===== config.mk =====
export PLATFORM = sky130hd
export DESIGN_NAME = arbiter_req_frontend
export DESIGN_NICKNAME = d
export VERILOG_FILES = /design/src/rtl/arbiter_req_frontend.sv
export SDC_FILE = /design/constraint.sdc
export NUM_CORES = 1
export LEC_CHECK = 0
export CAP_MARGIN = 20
export CORE_MARGIN = 5
export CORE_UTILIZATION = 40
export CTS_CLUSTER_SIZE = 25
export DETAILED_ROUTE_END_ITERATION = 7
export GPL_TIMING_DRIVEN = 0
export RECOVER_POWER = 100
export SLEW_MARGIN = 20
export SYNTH_ARGS = -nofsm -noshare
export SYNTH_HDL_FRONTEND = slang
export SYNTH_SLANG_ARGS = --single-unit

===== constraint.sdc =====
create_clock -name clk -period 3.1 [get_ports clk]
set_input_delay 0.465 -clock clk [delete_from_list [all_inputs] [get_ports clk]]
set_output_delay 0.465 -clock clk [all_outputs]
set_load 0.02 [all_outputs]

===== src/rtl/arbiter_req_frontend.sv =====
// Request front end for a 4-way round-robin arbiter: per-port FIFOs,
// grant-driven capture onto a valid/ready bus and a one-cycle ack back.
module arbiter_req_frontend #(
    parameter int DW    = 8,
    parameter int DEPTH = 4
) (
    input  logic            clk,
    input  logic            rst,
    input  logic [3:0]      push,
    input  logic [4*DW-1:0] push_data,
    output logic [3:0]      full,
    output logic [3:0]      req,
    input  logic [3:0]      grant,
    output logic            ack,
    output logic            out_valid,
    output logic [DW-1:0]   out_data,
    output logic [1:0]      out_id,
    input  logic            out_ready,
    output logic [3:0]      ovf,
    output logic            grant_err
);

    localparam int AW = (DEPTH > 1) ? $clog2(DEPTH) : 1;
    localparam int CW = $clog2(DEPTH) + 1;

    localparam logic [1:0] S_IDLE = 2'd0;
    localparam logic [1:0] S_XFER = 2'd1;
    localparam logic [1:0] S_ACK  = 2'd2;

    logic [1:0]    r_state;
    logic          r_ack;
    logic          r_valid;
    logic [DW-1:0] r_data;
    logic [1:0]    r_id;
    logic [3:0]    r_ovf;
    logic          r_gerr;

    logic [3:0]    w_nempty;
    logic [3:0]    w_drop;
    logic [DW-1:0] w_head [4];
    logic          w_idle;
    logic          w_onehot;
    logic          w_hit;
    logic          w_cap;
    logic          w_bad;
    logic [1:0]    w_gidx;

    assign w_idle   = (r_state == S_IDLE);
    assign w_onehot = (grant != 4'd0) && ((grant & (grant - 4'd1)) == 4'd0);
    assign w_hit    = |(grant & w_nempty);
    assign w_cap    = w_idle && w_onehot && w_hit;
    assign w_bad    = w_idle && (grant != 4'd0) && !(w_onehot && w_hit);
    // Plain OR encode: only meaningful when grant is one-hot.
    assign w_gidx   = {grant[3] | grant[2], grant[3] | grant[1]};

    for (genvar p = 0; p < 4; p++) begin : g_fifo
        logic [DW-1:0] r_mem [DEPTH];
        logic [AW-1:0] r_wptr;
        logic [AW-1:0] r_rptr;
        logic [CW-1:0] r_cnt;
        logic          w_full;
        logic          w_pop;
        logic          w_wr;

        assign w_full = (r_cnt == CW'(DEPTH));
        assign w_pop  = w_cap && (w_gidx == 2'(p));
        // A pop in the same cycle frees the slot a full FIFO needs.
        assign w_wr   = push[p] && (!w_full || w_pop);

        always_ff @(posedge clk) begin
            if (w_wr) begin
                r_mem[r_wptr] <= push_data[p*DW +: DW];
            end
        end

        always_ff @(posedge clk or negedge rst) begin
            if (!rst) begin
                r_wptr <= '0;
                r_rptr <= '0;
                r_cnt  <= '0;
            end else begin
                if (w_wr) begin
                    r_wptr <= r_wptr + AW'(1);
                end
                if (w_pop) begin
                    r_rptr <= r_rptr + AW'(1);
                end
                unique case ({w_wr, w_pop})
                    2'b10:   r_cnt <= r_cnt + CW'(1);
                    2'b01:   r_cnt <= r_cnt - CW'(1);
                    default: r_cnt <= r_cnt;
                endcase
            end
        end

        assign full[p]     = w_full;
        assign w_nempty[p] = (r_cnt != '0);
        assign w_head[p]   = r_mem[r_rptr];
        assign w_drop[p]   = push[p] && w_full && !w_pop;
    end

    always_ff @(posedge clk or negedge rst) begin
        if (!rst) begin
            r_state <= S_IDLE;
            r_ack   <= 1'b0;
            r_valid <= 1'b0;
            r_data  <= '0;
            r_id    <= '0;
            r_ovf   <= '0;
            r_gerr  <= 1'b0;
        end else begin
            r_ovf <= r_ovf | w_drop;
            unique case (r_state)
                S_IDLE: begin
                    if (w_cap) begin
                        r_data  <= w_head[w_gidx];
                        r_id    <= w_gidx;
                        r_valid <= 1'b1;
                        r_state <= S_XFER;
                    end else if (w_bad) begin
                        r_gerr <= 1'b1;
                    end
                end
                S_XFER: begin
                    if (out_ready) begin
                        r_valid <= 1'b0;
                        r_ack   <= 1'b1;
                        r_state <= S_ACK;
                    end
                end
                S_ACK: begin
                    r_ack   <= 1'b0;
                    r_state <= S_IDLE;
                end
                default: begin
                    r_state <= S_IDLE;
                end
            endcase
        end
    end

    // Masking outside IDLE keeps the arbiter quiet during a transfer.
    assign req       = w_idle ? w_nempty : 4'd0;
    assign ack       = r_ack;
    assign out_valid = r_valid;
    assign out_data  = r_data;
    assign out_id    = r_id;
    assign ovf       = r_ovf;
    assign grant_err = r_gerr;

endmodule


Word level (Yosys, flattened, before mapping) --
Memories as Yosys holds them, arrays and structs flattened. Index checks and enable logic that the tools add are counted.
Cells by class: add/subtract/negate cells 17, $lt $le $gt $ge 1, equal/unequal tests 19, multiplexer cells 24, bitwise logic cells 7, reductions and logical operators 55
Operators with widths (number):
- 3-bit one-hot mux with 2 select lines | 4
- 1-bit logical AND | 22
- 2-bit by 1-bit adder with 2-bit output (second input constant) | 8
- 8-bit binary-select mux with 2-bit select | 1
- 8-bit 2-to-1 mux | 2
- 2-bit == test (second input constant) | 7
- 3-bit by 1-bit adder with 3-bit output (second input constant) | 4
- 2-bit by 1-bit == test with 1-bit output (second input constant) | 6
- 3-bit == test (second input constant) | 4
- 2-bit nonzero test | 6
- 3-bit nonzero test | 4
- 3-bit by 1-bit subtractor with 3-bit output (second input constant) | 4
- 1-bit 2-to-1 mux | 11
- 1-bit zero test | 9
- 4-bit bitwise AND | 2
- 2-bit AND reduction | 3
- 3-bit AND reduction | 2
- 2-bit zero test | 2
- 4-bit zero test | 1
- 1-bit logical OR | 4
- 2-bit 2-to-1 mux | 2
- 4-bit 2-to-1 mux | 1
- 4-bit OR | 1
- 1-bit one-hot mux with 2 select lines | 2
- other kinds (10) | 11
Storage, ports and cells: register bits after elaboration 47, RAM bits 128, input port bits 43, output and inout bits 25, logic and storage cells 146, memories 4
Memories:
- g_fifo[0].r_mem | depth 4, width 8, rd ports 1, clocked after memory_dff 0, wr ports 1, line 57 | logic [DW-1:0] r_mem [DEPTH];
- g_fifo[1].r_mem | depth 4, width 8, rd ports 1, clocked after memory_dff 0, wr ports 1, line 57
- g_fifo[2].r_mem | depth 4, width 8, rd ports 1, clocked after memory_dff 0, wr ports 1, line 57
- g_fifo[3].r_mem | depth 4, width 8, rd ports 1, clocked after memory_dff 0, wr ports 1, line 57

Logic depth before layout (Yosys ltp) --
word-level depth 11, gate-level depth with buffers 12, depth with buffers taken out 10

Worst setup path before layout --
No wires, ideal clock.
kind input to register, start input grant[3], end register g_fifo[2].r_cnt[2], setup time 0.127 ns, arrival time 2.669 ns, required time 2.973 ns, slack 0.303 ns, stages on the path 10, path buffers 2, cell sequence buf_2 -> or3b_2 -> or3_1 -> buf_2 -> or2_2 -> fa_1 -> nor2b_1 -> o21ai_0 -> mux2i_1 -> a21oi_1
On the way: longest elaborated chain between the ends 11, elaborated cells between the ends (all ways) 19, classes of those cells add/sub (1); eq/ne (3); mux (1); bitwise (4); reduce/logical (10)
Ends and longest elaborated chain:
- start: declaration | line 13 | input logic [3:0] grant,
- 4-bit by 1-bit subtractor with 4-bit output | line 49 | assign w_onehot = (grant != 4'd0) && ((grant & (grant - 4'd1)) == 4'd0);
- 4-bit bitwise AND | line 49
- 4-bit zero test | line 49
- 1-bit logical AND | line 49
- 1-bit logical AND (2 in series) | line 51 | assign w_cap = w_idle && w_onehot && w_hit;
- 1-bit logical AND * | line 66 | assign w_pop = w_cap && (w_gidx == 2'(p));
- 1-bit logical OR | line 68 | assign w_wr = push[p] && (!w_full || w_pop);
- 1-bit logical AND | line 68
- 2-bit by 1-bit == test with 1-bit output / 2-bit == test (equally long branches) | line 88 | unique case ({w_wr, w_pop})
- 3-bit one-hot mux with 2 select lines / 2-bit nonzero test (equally long branches)
- end signal: assignment | line 89 | 2'b10: r_cnt <= r_cnt + CW'(1);
- end signal: assignment | line 90 | 2'b01: r_cnt <= r_cnt - CW'(1);
- end signal: assignment | line 91 | default: r_cnt <= r_cnt;
- end: declaration | line 60 | logic [CW-1:0] r_cnt;
Every way passes the cells marked *; elsewhere a longest branch is shown, timed or not. A chain may end at the register's enable or synchronous reset.

Worst setup path after layout --
start input grant[0], end register g_fifo[2].r_cnt[2]
On the way: longest elaborated chain between the ends 11, elaborated cells between the ends (all ways) 16, classes of those cells add/sub (1); eq/ne (2); mux (1); bitwise (2); reduce/logical (10)
Ends and longest elaborated chain (line):
- 4-bit by 1-bit subtractor with 4-bit output | 49
- 4-bit bitwise AND | 49
- 4-bit zero test | 49
- 1-bit logical AND | 49
- 1-bit logical AND | 51
- 1-bit logical AND * | 51
- 1-bit logical AND * | 66
- 1-bit logical OR | 68
- 1-bit logical AND | 68
- 2-bit by 1-bit == test with 1-bit output / 2-bit == test (equally long branches) | 88
- 3-bit one-hot mux with 2 select lines / 2-bit nonzero test (equally long branches)
Marked as above.

==> metrics.md <==
| Metric | Value |
|---|---|
| DR vias | `3973` |
| Post-synthesis sequential element count | `175` |
| Num CTS Buffers | `17` |
| Syn_nets | `507` |
| Synth cell types | `47` |
| First-pass DRT Iterations | `7` |
| Async set or reset register ratio after synthesis | `0.269` |
| CTS tree | `done` |
| Iter 0 DRT Violations | `218` |
| Total track usage | `0.141` |
| Critical Path Fanout Max | `9` |
| Type of the worst setup path | `in -> reg` |
| CP arrival | `3.26 ns` |
| R2r worst-path depth | `5` |
| Fill cells | `1593` |
| Final setup TNS | `0 ns` |
| Final slew viol count | `0` |
| Slew margin rel. | `0.160` |
| Max_cap viols | `0` |
| Slew @ Worst Pin | `1.26 ns` |
| Largest net degree at the start of global routing | `48` |
| Top cells by area, synth | `edfxtp_1 (51%), dfrtp_1 (16%), mux4_2 (9.6%)` |
| Starting Density | `0.404` |
| Worst path slowest cell | `clkdlybuf4s50_1` |
| DR vias/cell | `5.14` |
| Synth Instances | `442` |
| Final setup viols | `0` |
| Reg2Reg Setup Slack | `0.34 ns` |
| HPWL Detailed | `10.4 mm` |
| Fin cells | `773` |
| CTS Hold Bufs | `0` |
| Fmax | `337 MHz` |
| Die area | `21700 um^2` |
| Setup bufs post-CTS | `0` |
| Clk slew on worst S/H paths | `0.06 ns` |
| Area delta synth->final | `19.6%` |
| Reg2Reg Capture Point | `out_data[6]` |
| Critical-path cell list | `clkdlybuf4s50_1 > or3_4 > or3_1 > buf_2 > or2_2 > fa_1 > nand2b_1 > nor4_1 > a211oi_1 > a21oi_1` |
| Chip width | `147 um` |
| I/O pins | `68` |
| Largest area contributor in the netlist | `edfxtp_1` |
| Power, Total | `8120 uW` |
| Mapped cell area | `7530 um^2` |
| Top cells by count, synth | `edfxtp_1 (128), dfrtp_1 (47), mux4_2 (32)` |
| Antenna violations before repair | `0` |
| Nets | `591` |
| RSZ-0062 raised after global routing | `no` |
| Top-area cell type share of the netlist area | `0.510` |
| Placed cells | `741` |
| Share of layout cells above drive strength 1 | `0.173` |
| Worst hold path class | `in -> async` |
| Cell Rows | `50` |
| CP startpoint kind | `input pin` |
| Root buf cell | `clkbuf_16` |
| Family with the most delay on the worst path | `simple AND/OR/NAND/NOR gates` |
| Worst Path Required | `3.39 ns` |
| PwrDens | `900 nW/um^2` |
| Max Buffers Root-to-Sink | `2` |
| Count of input and output buffers | `65` |
| Most frequent cell after synthesis | `edfxtp_1` |
| Final Routed Wirelength | `14.6 mm` |
| Dpl ws | `-0.357 ns` |
| Hold Vio Cnt, Final | `0` |
| Worst path bufs/invs | `2` |
| Placer Congestion | `0.753` |
| H-tree Lvls | `4` |
| Max incr delay on CP | `0.55 ns` |
| Final Critical Period | `2.96 ns` |
| P_leak | `0.00326 uW` |
| Overflow after GRT | `0` |
| Syn avg cell area | `17.0 um^2` |
| Final antenna-violating net count | `0` |
| Worst Skew | `0.00915 ns` |
| DRC Markers | `0` |
| Worst flop-to-flop path startpoint | `g_fifo[3].r_cnt[0]` |
| Number of synthesized flops with an enable pin | `128` |
| Final period util | `0.956` |
| Setup WS post-layout | `0.137 ns` |
| DR WL/cell | `18.9 um` |
| First-pass GRT wire length | `23.1 mm` |
| Outcome | `finished clean` |
| Syn. warnings | `0` |
| Core Area | `18600 um^2` |
| Vias in the first global route | `4095` |
| Clk_lat worst skew | `0.42 ns` |
| Final Core Density | `0.483` |
| Crit end category | `register` |
| Sequential share of the synthesized area | `0.666` |
| Cts repair resizes | `0` |
| Ant diodes | `0` |
| Prevailing post-synth register cell | `edfxtp_1` |
| Peak supply drop | `0.000405 V` |
| Clock tree sinks | `175` |
| Die span in y | `147 um` |
## layer usage
| layer | routed length [um] | track usage | up-vias |
|---|---|---|---|
| met5 | 0 | 0 | - |
| met4 | 241 | 0.0513 | 0 |
| met3 | 527 | 0.0352 | 13 |
| met2 | 7170 | 0.224 | 73 |
| met1 | 6680 | 0.189 | 2040 |
| li1 | - | - | 1847 |
## where the power goes
group	switching, uW	total (uW)	internal, uW
combinational	1390	2560	1180
clock	833	2080	1250
sequential	290	3470	3180
## flip-flops by register name, indices dropped and copies added (netlist names)
register	flops
out_valid	1
grant_err	1
r_state	2
out_id	2
ack	1
out_data	8
ovf	4
g_fifo.r_cnt	12
g_fifo.r_mem	128
g_fifo.r_rptr	8
g_fifo.r_wptr	8
## cell usage in the layout (no fill, tap or decap), drive strengths merged, types with 6 or more instances in the layout
cell type | synthesis | routed
edfxtp | 128 | 128
dlygate4sd3 | 0 | 58
dfrtp | 47 | 47
mux4 | 32 | 32
inv | 27 | 27
clkbuf | 6 | 27
ha | 18 | 18
mux2i | 16 | 16
and2 | 14 | 14
mux2 | 14 | 14
buf | 15 | 13
xnor2 | 12 | 12
a21oi | 11 | 11
nor2 | 10 | 10
o21ai | 9 | 9
xor2 | 9 | 9
o22ai | 8 | 8
clkinv | 0 | 7
nor3 | 6 | 6
clkdlybuf4s50 | 0 | 6
## cell type report
type                    count  area, um^2  area share
well taps                 234         293      0.0325
multi-input cells         219        2270       0.251
clock inverters            14         149      0.0165
plain buffers              21         110      0.0122
repair buffers             65         646      0.0716
inverters                  27         101      0.0112
clock buffers              18         429      0.0476
flip-flops and latches    175        5020       0.557
## worst register-to-register path: stages, from the launching register on
cell and delay [ns]:
dfrtp_1 0.42, o31ai_1 0.71, o2111a_1 0.46, or3_1 0.19, clkbuf_1 0.47, mux2_1 0.39
## through the flow
stage | hold WS [ns] | area [um^2]
4_1_cts | 0.0889 | 9050
5_1_grt | 0.402 | 9010
6_report | 0.295 | 9010
3_5_place_dp | 0.453 | 8470
3_3_place_gp | 0.440 | 8480
2_1_floorplan | 0.169 | 7530
## kinds of logic after synthesis
kind of cell	count (synthesis)	synth area share
DFF	175	0.666
and+or+nand+nor	67	0.0545
muxes	62	0.141
buffers and inverters	48	0.0292
AOI/OAI and AO/OA	47	0.0437
adders and majority gates	22	0.0405
xor gates and xnor gates	21	0.0244
## how the worst max path moves through the flow
stage	slack (ns)	to	startpoint	depth (start not counted)
after detailed placement	-0.36	g_fifo[0].r_cnt[2]	grant[0]	9
after floorplan	0.30	g_fifo[2].r_cnt[2]	grant[3]	10
final	0.14	g_fifo[2].r_cnt[2]	grant[0]	10
after global routing	0.02	g_fifo[2].r_cnt[2]	grant[0]	10
after CTS	0.09	g_fifo[0].r_cnt[2]	grant[0]	9
after global placement	-0.32	g_fifo[0].r_cnt[2]	grant[0]	9
Note: power is estimated with default switching activity, not from simulation.
